<file path="config.mk">
export PLATFORM = sky130hd
export DESIGN_NAME = key_matrix_scan_flat
export DESIGN_NICKNAME = d
export VERILOG_FILES = /design/src/rtl/key_matrix_scan_pkg.sv /design/src/rtl/key_matrix_scan_if.sv /design/src/rtl/key_matrix_scan_scan_tick_gen.sv /design/src/rtl/key_matrix_scan.sv /design/src/flat_wrapper.sv
export SDC_FILE = /design/constraint.sdc
export NUM_CORES = 1
export LEC_CHECK = 0
export CAP_MARGIN = 20
export CORE_ASPECT_RATIO = 0.7
export CORE_UTILIZATION = 35
export DETAILED_ROUTE_END_ITERATION = 10
export GPL_ROUTABILITY_DRIVEN = 0
export PLACE_DENSITY = 0.55
export SLEW_MARGIN = 40
export SYNTH_ARGS = -nofsm -noshare
export SYNTH_HDL_FRONTEND = slang
export SYNTH_SLANG_ARGS = --single-unit
</file>
<file path="constraint.sdc">
create_clock -name clk -period 5.1 [get_ports clk]
set_clock_uncertainty 0.1 [all_clocks]
set_input_delay 0.51 -clock clk [delete_from_list [all_inputs] [get_ports clk]]
set_output_delay 0.51 -clock clk [all_outputs]
set_load 0.1 [all_outputs]
</file>
<file path="src/rtl/key_matrix_scan_pkg.sv">
// Shared definitions for the key matrix scanner and the display driver side.
// KEY_NONE doubles as the blank code on the seven-segment digit inputs.
package key_matrix_scan_pkg;

    localparam logic [4:0]  KEY_NONE = 5'd31;
    localparam int unsigned NUM_ROWS = 4;
    localparam int unsigned NUM_COLS = 4;
    localparam int unsigned NUM_KEYS = NUM_ROWS * NUM_COLS;

    typedef enum logic [1:0] {
        ST_IDLE,
        ST_HELD,
        ST_SWITCH
    } key_state_t;

    // Lowest set index of a key map, KEY_NONE when the map is empty.
    function automatic logic [4:0] lowest_key(input logic [NUM_KEYS-1:0] map);
        logic [4:0] k;
        k = KEY_NONE;
        for (int unsigned i = 0; i < NUM_KEYS; i++) begin
            if (map[i] && (k == KEY_NONE)) begin
                k = 5'(i);
            end
        end
        return k;
    endfunction

endpackage

</file>
<file path="src/rtl/key_matrix_scan_if.sv">
// Matrix pins plus the reported-key outputs of the scanner.
interface key_matrix_scan_if;
    import key_matrix_scan_pkg::*;

    logic [NUM_ROWS-1:0] row_in;
    logic [NUM_COLS-1:0] col_out;
    logic [4:0]          key_code;
    logic                key_valid;
    logic                key_release;
    logic                key_held;

    modport master (
        output row_in,
        input  col_out,
        input  key_code,
        input  key_valid,
        input  key_release,
        input  key_held
    );

    modport slave (
        input  row_in,
        output col_out,
        output key_code,
        output key_valid,
        output key_release,
        output key_held
    );

endinterface

</file>
<file path="src/rtl/key_matrix_scan_scan_tick_gen.sv">
// Free-running divider: one-clock tick every DIV clocks.
module scan_tick_gen #(
    parameter int unsigned DIV = 4
) (
    input  logic clk,
    input  logic rst_n,
    output logic o_tick
);

    localparam int unsigned CW = (DIV > 1) ? $clog2(DIV) : 1;

    logic [CW-1:0] r_cnt;

    assign o_tick = (r_cnt == CW'(DIV - 1));

    always_ff @(posedge clk) begin
        if (!rst_n) begin
            r_cnt <= '0;
        end else if (o_tick) begin
            r_cnt <= '0;
        end else begin
            r_cnt <= r_cnt + 1'b1;
        end
    end

endmodule

</file>
<file path="src/rtl/key_matrix_scan.sv">
// 4x4 key matrix scanner: column drive, row synchroniser, frame debounce and
// single-key reporting FSM with press/release pulses.
module key_matrix_scan
    import key_matrix_scan_pkg::*;
#(
    parameter int unsigned CLK_HZ          = 100_000_000,
    parameter int unsigned SCAN_HZ         = 1000,
    parameter int unsigned DEBOUNCE_FRAMES = 4
) (
    input  logic              clk,
    input  logic              rst_n,
    key_matrix_scan_if.slave  bus
);

    localparam int unsigned DIV = CLK_HZ / SCAN_HZ;
    localparam int unsigned SCW = $clog2(DEBOUNCE_FRAMES + 1);

    logic [NUM_ROWS-1:0] r_row_s1;
    logic [NUM_ROWS-1:0] r_row_s2;
    logic [1:0]          r_col;
    logic [NUM_COLS-1:0] r_col_out;
    logic [NUM_KEYS-1:0] r_frame;
    logic [NUM_KEYS-1:0] r_prev;
    logic [NUM_KEYS-1:0] r_map;
    logic [SCW-1:0]      r_stable;
    logic                r_commit;

    key_state_t          r_state;
    logic [4:0]          r_key_code;
    logic                r_valid;
    logic                r_release;
    logic                r_held;

    logic                w_tick;
    logic [1:0]          w_col_nxt;
    logic [NUM_KEYS-1:0] w_frame_new;
    logic [SCW-1:0]      w_stable_nxt;
    logic [4:0]          w_cand;
    key_state_t          w_state_nxt;
    logic [4:0]          w_code_nxt;
    logic                w_valid_nxt;
    logic                w_release_nxt;
    logic                w_held_nxt;

    scan_tick_gen #(.DIV(DIV)) u_tick (
        .clk    (clk),
        .rst_n  (rst_n),
        .o_tick (w_tick)
    );

    always_ff @(posedge clk) begin
        if (!rst_n) begin
            r_row_s1 <= '1;
            r_row_s2 <= '1;
        end else begin
            r_row_s1 <= bus.row_in;
            r_row_s2 <= r_row_s1;
        end
    end

    // Current column's rows merged in, so frame end can compare the complete frame.
    always_comb begin
        w_col_nxt   = r_col + 2'd1;
        w_frame_new = r_frame;
        w_frame_new[{r_col, 2'b00} +: NUM_ROWS] = ~r_row_s2;
        if (w_frame_new != r_prev) begin
            w_stable_nxt = SCW'(1);
        end else if (r_stable == SCW'(DEBOUNCE_FRAMES)) begin
            w_stable_nxt = r_stable;
        end else begin
            w_stable_nxt = r_stable + 1'b1;
        end
    end

    always_ff @(posedge clk) begin
        if (!rst_n) begin
            r_col     <= '0;
            r_col_out <= 4'b1110;
            r_frame   <= '0;
            r_prev    <= '0;
            r_map     <= '0;
            r_stable  <= '0;
            r_commit  <= 1'b0;
        end else begin
            r_commit <= 1'b0;
            if (w_tick) begin
                r_frame   <= w_frame_new;
                r_col     <= w_col_nxt;
                r_col_out <= ~(4'b0001 << w_col_nxt);
                if (r_col == 2'd3) begin
                    r_prev   <= w_frame_new;
                    r_stable <= w_stable_nxt;
                    if (w_stable_nxt == SCW'(DEBOUNCE_FRAMES)) begin
                        r_map    <= w_frame_new;
                        r_commit <= 1'b1;
                    end
                end
            end
        end
    end

    assign w_cand = lowest_key(r_map);

    always_ff @(posedge clk) begin
        if (!rst_n) begin
            r_state    <= ST_IDLE;
            r_key_code <= KEY_NONE;
            r_valid    <= 1'b0;
            r_release  <= 1'b0;
            r_held     <= 1'b0;
        end else begin
            r_state    <= w_state_nxt;
            r_key_code <= w_code_nxt;
            r_valid    <= w_valid_nxt;
            r_release  <= w_release_nxt;
            r_held     <= w_held_nxt;
        end
    end

    // A key change while held is split into release now, press next cycle.
    always_comb begin
        w_state_nxt   = r_state;
        w_code_nxt    = r_key_code;
        w_valid_nxt   = 1'b0;
        w_release_nxt = 1'b0;
        w_held_nxt    = r_held;
        case (r_state)
            ST_IDLE: begin
                if (r_commit && (w_cand != KEY_NONE)) begin
                    w_code_nxt  = w_cand;
                    w_valid_nxt = 1'b1;
                    w_held_nxt  = 1'b1;
                    w_state_nxt = ST_HELD;
                end
            end
            ST_HELD: begin
                if (r_commit) begin
                    if (w_cand == KEY_NONE) begin
                        w_release_nxt = 1'b1;
                        w_code_nxt    = KEY_NONE;
                        w_held_nxt    = 1'b0;
                        w_state_nxt   = ST_IDLE;
                    end else if (w_cand != r_key_code) begin
                        w_release_nxt = 1'b1;
                        w_state_nxt   = ST_SWITCH;
                    end
                end
            end
            ST_SWITCH: begin
                w_code_nxt  = w_cand;
                w_valid_nxt = 1'b1;
                w_held_nxt  = 1'b1;
                w_state_nxt = ST_HELD;
            end
            default: begin
                w_state_nxt = ST_IDLE;
            end
        endcase
    end

    assign bus.col_out     = r_col_out;
    assign bus.key_code    = r_key_code;
    assign bus.key_valid   = r_valid;
    assign bus.key_release = r_release;
    assign bus.key_held    = r_held;

endmodule

</file>
<file path="src/flat_wrapper.sv">
// flat-port wrapper written by rule: the top's interface ports become plain ports
module key_matrix_scan_flat import key_matrix_scan_pkg::*;
#(
    parameter int unsigned CLK_HZ          = 100_000_000,
    parameter int unsigned SCAN_HZ         = 1000,
    parameter int unsigned DEBOUNCE_FRAMES = 4
)
  (clk, rst_n, bus_row_in, bus_col_out, bus_key_code, bus_key_valid, bus_key_release, bus_key_held);
  key_matrix_scan_if bus_i ();
  input  logic clk;
  input  logic rst_n;
  input wire logic [$bits(bus_i.row_in)-1:0] bus_row_in;
  output wire logic [$bits(bus_i.col_out)-1:0] bus_col_out;
  output wire logic [$bits(bus_i.key_code)-1:0] bus_key_code;
  output wire logic [$bits(bus_i.key_valid)-1:0] bus_key_valid;
  output wire logic [$bits(bus_i.key_release)-1:0] bus_key_release;
  output wire logic [$bits(bus_i.key_held)-1:0] bus_key_held;
  assign bus_i.row_in = bus_row_in;
  assign bus_col_out = bus_i.col_out;
  assign bus_key_code = bus_i.key_code;
  assign bus_key_valid = bus_i.key_valid;
  assign bus_key_release = bus_i.key_release;
  assign bus_key_held = bus_i.key_held;
  key_matrix_scan #(.CLK_HZ(CLK_HZ), .SCAN_HZ(SCAN_HZ), .DEBOUNCE_FRAMES(DEBOUNCE_FRAMES)) u_core (.clk(clk), .rst_n(rst_n), .bus(bus_i));
endmodule
</file>
==> summary.txt <==
first-pass GRT wire length -> 21200 um
RSZ-0062 raised after global routing -> no
hold buffers post-CTS -> 0
routed wire length -> 13200 um
average instance area after synthesis -> 7.86 sq um
critical path arrival -> 4.26 ns
CP Class -> flip-flop to flip-flop
Worst Hold Path EP -> u_core.r_row_s2[2]$_SDFF_PN1_
Period minus WS final -> 4.10 ns
routed length per instance -> 16.2 um
VDD IR max -> 0.177 mV
cell count of the worst hold path -> 1
TNS Setup -> 0 ns
Fin Hold WS -> 0.309 ns
CP Launch Type -> flip-flop
diode count -> 0
Initial Util -> 36.5%
Final WS setup -> 1.00 ns
vias per cell -> 5.48
Critical Path Slowest Stage Cell -> dfxtp_1
initial antenna violation count -> 0
Internal Pwr Total -> 1.12 mW
Resized cells post-CTS -> 0
fraction of layout cells with a size suffix above 1 -> 7.63%
synth warn -> 0
total track usage -> 19.3%
critical-path cell list -> inv_1, ha_1, nand4bb_1, nand3_1, or3b_2, or4_1, nor4_4, buf_4, mux2i_1
post-synthesis cell area -> 4890 sq um
Die Wd -> 143 um
NetSw -> 0.310 mW
Vias -> 4464
Pre-Repair DR Iteration Count -> 5
DRC viols -> 0
Buffers on Ports -> 17
Synth Register Bits -> 93
final non-filler cell total -> 814
crit end category -> flip-flop
r2r setup slk -> 1.00 ns
reg-to-reg critical path endpoint -> u_core.r_map[0]$_SDFFE_PN0P_
later-pin clock latency in the skew report -> 0.34 ns
run status -> completed
Crit Path Max Fanout -> 17
Main synth FF type -> dfxtp_1
Synth area leaders -> dfxtp_1 (38%), nand2_1 (9.8%), a21oi_1 (4.5%), nor2_1 (3.8%), nand2b_1 (3.6%)
grt ovf -> 0
Clk network pwr share -> 46.2%
Crit path max-delay family -> simple AND/OR/NAND/NOR gates
Final ANT Viol Nets -> 0
CTS Root Cell -> clkbuf_16
Initial DRC Count -> 394
# setup viols final -> 0
Area growth syn-to-layout -> 11.1%
Die Ht -> 101 um
post-synth top area cell -> dfxtp_1
crit path buf inv count -> 2
register area share after synthesis -> 38.1%
cells on worst reg2reg path -> 9
Hold Path Class -> flip-flop to flip-flop
post-synthesis cell count -> 622
hold path start -> u_core.r_row_s1[2]$_SDFF_PN1_
Sink Count -> 93
cell area power density -> 264 nW/um^2
combinational share of power -> 2.4%
EDFF count, synth -> 0
post-DP HPWL -> 9530 um
Max clock buf depth -> 2
final max-slew violation count -> 0
distinct cell type count after synthesis -> 64
slowest stage delay, CP -> 0.69 ns
Std-Cell Rows -> 35
RR Startpoint -> u_core.r_col[0]$_SDFFE_PN0N_
leak pwr -> 1.87 nW
setup bufs post-CTS -> 0
final core occ -> 40.5%
placed cell count -> 798
CTS tree -> yes
post-synth top area share -> 38.1%
IO Pins -> 18
Max-Cap Viols -> 0
Inserted Clock Buffers -> 9
Final Hold Fails -> 0
die area -> 14400 sq um
maximum clock frequency -> 244 MHz
sw frac -> 21.6%
core area -> 13400 sq um
H-tree levels -> 3
Post-Place Setup Slack -> 1.07 ns
Worst-Margin Slew -> 0.830 ns
Post-layout nets -> 639
Reg clk slew, reported paths -> 0.06 ns
largest net degree at the start of global routing -> 50
vias in the first global route -> 3871
Req. time, crit path -> 5.26 ns
sequential share of power -> 51.3%
Async SR Flop Fraction -> 0%
slew margin rel. -> 44.2%
Final period util -> 80.3%
syn_nets -> 637
per-stage QoR:
stage / instance area [sq um] / power, mW
finish: 5430 / 1.43
global route: 5430 / 1.49
CTS: 5420 / 1.45
detailed placement: 5120 / 0.787
global placement: 5180 / 0.787
floorplan: 4890 / 0.774
registers in the layout, summed over array words and instances (netlist names), 2 cells and up:
| register | count |
|---|---|
| u_core.r_state | 2 |
| u_core.r_stable | 3 |
| u_core.u_tick.r_cnt | 17 |
| u_core.r_row_s1 | 4 |
| u_core.bus.col_out | 4 |
| u_core.r_prev | 16 |
| u_core.r_map | 16 |
| u_core.r_col | 2 |
| u_core.r_frame | 16 |
| u_core.r_row_s2 | 4 |
| u_core.bus.key_code | 5 |
cells by family (layout without fill, tap and decap cells):
family	after synthesis	count (layout)	synth area share, %
AND/OR/NAND/NOR	312	312	31.9
AO/OA/AOI/OAI	119	119	15.7
flip-flops	93	93	38.1
buffers and inverters	48	55	4.17
XOR/XNOR	24	24	4.30
multiplexers	17	17	3.51
adder cells (fa/ha/maj)	9	9	2.30
per-layer routing:
layer / part of all wire (%) / wire (um) / GRT usage [%] / vias up
met3: 7.3 / 959 / 4.61 / 18
met5: 0 / 0 / 0 / -
met2: 38 / 4960 / 24.6 / 154
li1: - / - / - / 2181
met1: 54 / 7060 / 30.6 / 2111
met4: 1.6 / 206 / 5.89 / 0
synthesized netlist by cell type (all sizes together), types with 6 or more instances:
| cell type | count |
|---|---|
| a211oi | 6 |
| a21oi | 44 |
| clkbuf | 26 |
| dfxtp | 93 |
| ha | 9 |
| inv | 17 |
| mux2i | 16 |
| nand2 | 127 |
| nand2b | 28 |
| nand3 | 18 |
| nand3b | 6 |
| nand4 | 8 |
| nor2 | 49 |
| nor2b | 9 |
| nor3 | 16 |
| nor4 | 12 |
| o211ai | 9 |
| o21ai | 17 |
| o22ai | 7 |
| or4 | 7 |
| xnor2 | 15 |
| xor2 | 9 |
cell type report:
cell class | count | area [sq um]
Fill cell | 1392 | 7970
Multi-Input combinational cell | 481 | 2840
Sequential cell | 93 | 1860
Tap cell | 185 | 231
Clock buffer | 10 | 229
Timing Repair Buffer | 21 | 135
Inverter | 18 | 67.6
Clock inverter | 6 | 61.3
worst reg2reg max path, delay by kind of cell, from the launching register on:
family	cells	cell delay, ns
adders and majority gates	1	0.52
muxes	1	0.25
and+or+nand+nor	5	1.91
buffers and inverters	2	0.56
DFF	1	0.69
layout by cell type, fill, tap and decap left out, types with 6 or more instances in the layout:
cell / instances
o22ai_1: 7
o21ai_0: 17
nor2b_1: 9
nor3_1: 15
nand4_1: 7
nor2_1: 49
buf_2: 13
nand3b_1: 6
nor4_1: 7
ha_1: 9
dfxtp_1: 93
a21oi_1: 44
or4_1: 6
inv_1: 17
nand3_1: 18
xor2_1: 9
a211oi_1: 6
mux2i_1: 16
xnor2_1: 15
nand2b_1: 28
clkbuf_16: 9
nand2_1: 127
o211ai_1: 9
worst max path at each step:
stage | from | to | slack, ns | cells after the start
floorplan | u_core.r_col[0]$_SDFFE_PN0N_ | u_core.r_map[14]$_SDFFE_PN0P_ | 1.46 | 13
global placement | u_core.r_col[0]$_SDFFE_PN0N_ | u_core.r_map[11]$_SDFFE_PN0P_ | 1.28 | 9
detailed placement | u_core.r_col[0]$_SDFFE_PN0N_ | u_core.r_map[9]$_SDFFE_PN0P_ | 1.07 | 9
CTS | u_core.r_col[0]$_SDFFE_PN0N_ | u_core.r_map[0]$_SDFFE_PN0P_ | 1.06 | 9
global route | u_core.r_col[0]$_SDFFE_PN0N_ | u_core.r_map[0]$_SDFFE_PN0P_ | 0.65 | 10
finish | u_core.r_col[0]$_SDFFE_PN0N_ | u_core.r_map[0]$_SDFFE_PN0P_ | 1.00 | 9
power groups by stage:
stage / Clock (mW) / Sequential [mW] / Combinational (mW)
2_1_floorplan: 0 / 0.750 / 0.0241
3_3_place_gp: 0 / 0.752 / 0.0348
3_5_place_dp: 0 / 0.752 / 0.0352
4_1_cts: 0.683 / 0.735 / 0.0352
5_1_grt: 0.718 / 0.736 / 0.0382
6_report: 0.663 / 0.736 / 0.0350
Note: power is estimated with default switching activity, not from simulation.
